### src/rtl/dmux_stream_1_n.sv
// Registered 1-to-N stream demultiplexer with per-channel one-entry output
// registers, broadcast mode and a saturating out-of-range select counter.
module dmux_stream_1_n #(
  parameter int unsigned DATA_W    = 8,
  parameter int unsigned N_CH      = 8,
  parameter int unsigned SEL_W     = 3,
  parameter bit          ZERO_IDLE = 1'b1
) (
  input  logic                     clk,
  input  logic                     rst_n,
  input  logic [DATA_W-1:0]        in_data,
  input  logic [SEL_W-1:0]         in_sel,
  input  logic                     in_bcast,
  input  logic                     in_valid,
  output logic                     in_ready,
  output logic [N_CH*DATA_W-1:0]   out_data,
  output logic [N_CH-1:0]          out_valid,
  input  logic [N_CH-1:0]          out_ready,
  output logic [7:0]               bad_sel_cnt
);

  localparam int unsigned CNT_W = 8;

  logic [N_CH-1:0]             valid_q, valid_d;
  logic [N_CH-1:0][DATA_W-1:0] data_q, data_d;
  logic [CNT_W-1:0]            cnt_q, cnt_d;

  logic [N_CH-1:0] free;
  logic [N_CH-1:0] hit;
  logic            sel_ok;
  logic            ready_raw;
  logic            accept;

  // Destination decode and acceptance; out_ready -> in_ready is the only comb path.
  always_comb begin
    free = ~valid_q | out_ready;
    hit  = '0;
    for (int unsigned k = 0; k < N_CH; k++) begin
      hit[k] = in_bcast | (32'(in_sel) == k);
    end
    sel_ok = (32'(in_sel) < N_CH);
    if (in_bcast) begin
      ready_raw = &free;
    end else if (sel_ok) begin
      ready_raw = |(free & hit);
    end else begin
      ready_raw = 1'b1;
    end
    in_ready = rst_n & ready_raw;
    accept   = in_valid & in_ready;
  end

  // Per-channel next state: refill wins over drain so a same-cycle swap has no bubble.
  always_comb begin
    valid_d = valid_q;
    data_d  = data_q;
    cnt_d   = cnt_q;
    for (int unsigned k = 0; k < N_CH; k++) begin
      if (accept && hit[k]) begin
        valid_d[k] = 1'b1;
        data_d[k]  = in_data;
      end else if (valid_q[k] && out_ready[k]) begin
        valid_d[k] = 1'b0;
        if (ZERO_IDLE) begin
          data_d[k] = '0;
        end
      end
    end
    if (accept && !in_bcast && !sel_ok && (cnt_q != {CNT_W{1'b1}})) begin
      cnt_d = cnt_q + CNT_W'(1);
    end
  end

  always_ff @(posedge clk or negedge rst_n) begin
    if (!rst_n) begin
      valid_q <= '0;
      data_q  <= '0;
      cnt_q   <= '0;
    end else begin
      valid_q <= valid_d;
      data_q  <= data_d;
      cnt_q   <= cnt_d;
    end
  end

  assign out_valid   = valid_q;
  assign out_data    = data_q;
  assign bad_sel_cnt = cnt_q;

endmodule

### config.mk
export PLATFORM = sky130hd
export DESIGN_NAME = dmux_stream_1_n
export DESIGN_NICKNAME = d
export VERILOG_FILES = /design/src/rtl/dmux_stream_1_n.sv
export SDC_FILE = /design/constraint.sdc
export NUM_CORES = 1
export LEC_CHECK = 0
export BUFFER_PORTS_ARGS = -buffer_cell sky130_fd_sc_hd__clkbuf_2
export CAP_MARGIN = 0
export CORE_MARGIN = 4
export CORE_UTILIZATION = 50
export CTS_CLUSTER_DIAMETER = 50
export DETAILED_ROUTE_END_ITERATION = 10
export GPL_TIMING_DRIVEN = 0
export HOLD_SLACK_MARGIN = 0.12
export PLACE_DENSITY_LB_ADDON = 0.08
export SLEW_MARGIN = 5
export SYNTH_ARGS = -nofsm -noshare
export SYNTH_HDL_FRONTEND = slang
export SYNTH_SLANG_ARGS = --single-unit
### constraint.sdc
create_clock -name clk -period 1.8 [get_ports clk]
set_input_delay 0.27 -clock clk [delete_from_list [all_inputs] [get_ports clk]]
set_output_delay 0.27 -clock clk [all_outputs]
set_load 0.1 [all_outputs]
==> flow_summary.ini <==
[outcome]
outcome = finished, violations left
violations = setup timing

[synth]
yosysWarnings = 0
synth.mux.area_fraction_pct = 19.26
synth_area_per_cell_um2 = 11.24
synth-simple-area-share_pct = 14.55
synth_compound_area_share_pct = 6.356
ys_types = 24
synthXorXnorAreaFrac_pct = 0
synth_top_family_by_area = multiplexers
ys_seq_area_share_pct = 54.16
synthAdderAreaFrac_pct = 0
syn_inst = 296
synth_seq_cells = 72
synth_area_mm2 = 0.003327

[floorplanning]
dieWidth_um = 89.57
initial_core_util_pct = 51.80
die_area_mm2 = 0.008023
die_y_um = 89.57
fp-row-count = 29
core-area_mm2 = 0.006422
io_pins = 104

[timing]
finalClockSkew_ns = 0.01086
tightest_slew_ns = 0.5539
final-hold-violation-count = 0
holdWs_ns = 0.2369
rsz0062_at_grt = true
relSlewSlack_pct = 63.23
fin_crit_sh_pct = 109.8
period_needed_ns = 1.976
drv_slew = 0
setup_viol = 65
setup_ws_ns = -0.1764
fmax_mhz = 506.0

[critical_path]
cp_data_required_time_ns = 1.53
arrival_ns = 1.71
crit_fanout = 3
critPathKind = reg -> out
start_kind = register
slowest_delay_ns = 0.43
path_buf_inv = 1
end_kind = primary output
crit_slowest_cell = dfrtp_4
crit_chain = nand2b_4, a221oi_4, o211ai_4, o211a_4, clkbuf_16
cp_top_family = compound AO/OA/AOI/OAI gates

[drt]
drc = 0
first_pass_iters = 4
routed_wl_mm = 8.692
routed-via-count = 2630
ant_nets = 0
viasPerCell = 5.137
drt-initial-drc-count = 117
routedWlPerCell_um = 16.98

[place]
portBuffers = 95
hpwl_mm = 5.670
globalplace.congestion = 0.9173

[flow_run]
cap_viol_max_count = 0

[layout]
finish.net_count = 453
diodes = 0
final_layout_size_suffix_gt1_share_pct = 40.00
syn_to_final_growth_pct = 37.01
fillers = 510

[global_route]
grt_max_degree = 39
grt.total_usage_pct = 22.06
antenna_found_initial = 0
grt_first_pass_wirelength_mm = 12.98
grt-ovfl-total = 0
grt_pass1_vias = 2609

[clock_network]
cts_tree = done
worstSkewPairLatency_ns = 0.34
clk_pin_slew_ns = 0.07
cts-htree-levels = 3
cts_buffer_depth = 2
numCtsBuffers = 9
cts_root_buffer = clkbuf_8
clock_sinks = 72

[power_and_ir_drop]
vdd_ir_drop_max_mv = 0.9364
p_per_area_mw_per_mm2 = 1624
leakage_nw = 2.690
report.power.total_mw = 7.401

[worst_hold_path]
hold_path_class = in -> reg
==> placed cells by master (no fill, tap or decap), types with 2 or more instances in the layout <==
cell           netlist  final
o21ai_1              4      4
nor2b_1              2      2
dlygate4sd3_1        0      2
inv_1                8      8
dfrtp_4              0      8
nand4_1              2      2
conb_1               1      8
nor2_1              16     16
and3b_1              3      3
nand2b_1             8      2
mux2i_2              0      2
mux2i_1             64     62
buf_6                8     16
clkbuf_2             0     93
clkinv_2             0      2
buf_12               0      5
nand2b_4             0      6
clkbuf_8             0     11
a21oi_1              2      2
clkbuf_1             0      2
dfrtp_1             72     64
nand2_1             81     81
o211ai_4             1      9
buf_4                8     14
==> what timing repair did <==
action	4_1_cts	5_1_grt
hold buffers	5	0
endpoints found under the setup margin	1	65
pin swaps	6	12
resized for setup	8	31
hold endpoints to repair	34	0
cloned	0	8
setup buffers	6	2
==> synth_stat cells <==
cell type | number | area [um2]
buf_6 | 8 | 90.09
dfrtp_1 | 72 | 1802
inv_1 | 8 | 30.03
nand2_1 | 81 | 304.0
conb_1 | 1 | 3.750
nor3b_1 | 1 | 7.510
nor3_1 | 1 | 5.000
o211ai_2 | 8 | 100.1
o211ai_4 | 1 | 21.27
o211a_1 | 1 | 10.01
a21oi_1 | 2 | 10.01
o21ai_1 | 4 | 20.02
a221oi_2 | 1 | 15.01
nand2b_1 | 8 | 50.05
nor2b_1 | 2 | 12.51
o21ai_2 | 1 | 8.760
buf_4 | 8 | 60.06
buf_2 | 1 | 5.000
nor2_1 | 16 | 60.06
o2111ai_4 | 1 | 26.28
mux2i_1 | 64 | 640.6
nand4_1 | 2 | 12.51
and3_1 | 1 | 6.260
and3b_1 | 3 | 26.28
==> state kept, by name, summed over array words and instances (netlist names) <==
| name | cells |
|---|---|
| out_data | 64 |
| out_valid | 8 |
==> cells by family (layout without fill, tap and decap cells) <==
kind of cell,count (synthesis),count (layout)
DFF,72,72
and+or+nand+nor,115,115
other,1,8
muxes,64,64
AOI/OAI and AO/OA,19,19
buffers and inverters,25,157
==> path summary, 6_finish.rpt <==
path	startpoint	endpoint	slack (ns)	cells past startpoint
max in group asynchronous	rst_n	out_valid[1]	0.42	5
min reg2reg	out_data[42]	out_data[42]	0.53	2
max reg2reg	out_valid[0]	out_data[22]	-0.11	8
max	out_valid[0]	in_ready	-0.18	5
min in group asynchronous	rst_n	out_data[56]	0.59	4
min	out_ready[6]	out_valid[6]	0.24	3
==> where the power goes <==
part,switching [mW],internal (mW),total [mW]
logic,3.43,0.612,4.04
clock network,0.587,0.573,1.16
registers,0.211,1.99,2.20
total,4.22,3.18,7.40
==> metal layers <==
metal	global-route usage (%)	wire, um	up-vias
met5	0	0	-
met4	7.713	75	0
met3	5.474	652	7
met2	35.11	4149	93
met1	29.54	3814	1275
li1	-	-	1255
==> worst min-delay path: stages <==
cell	delay, ns
clkbuf_2	0.09
nand2b_4	0.13
nand2_1	0.05
==> area by class of cell <==
| type | instances | area [um2] | share of cell area (%) |
|---|---|---|---|
| plain buffers | 17 | 155.1 | 3.404 |
| clock buffers | 13 | 158.9 | 3.486 |
| clock inverters | 3 | 17.52 | 0.3843 |
| inverters | 8 | 30.03 | 0.6588 |
| multi-input cells | 206 | 1515 | 33.24 |
| flip-flops and latches | 72 | 1832 | 40.19 |
| well taps | 77 | 96.34 | 2.114 |
| repair buffers | 116 | 753.2 | 16.52 |
==> through the flow <==
stage | utilization, % | instance area [um2] | setup WS, ns | std cells | setup TNS (ns)
2_1_floorplan | - | 3421 | -0.1025 | 303 | -2.055
3_3_place_gp | 62.17 | 3993 | -1.278 | 475 | -106.14
3_5_place_dp | 62.52 | 4015 | -0.2906 | 476 | -14.69
4_1_cts | 68.11 | 4374 | -0.1846 | 503 | -0.1940
5_1_grt | 70.97 | 4558 | -0.2120 | 512 | -6.109
6_report | 70.97 | 4558 | -0.1764 | 512 | -2.420
Power figures use the tool's default switching activity.
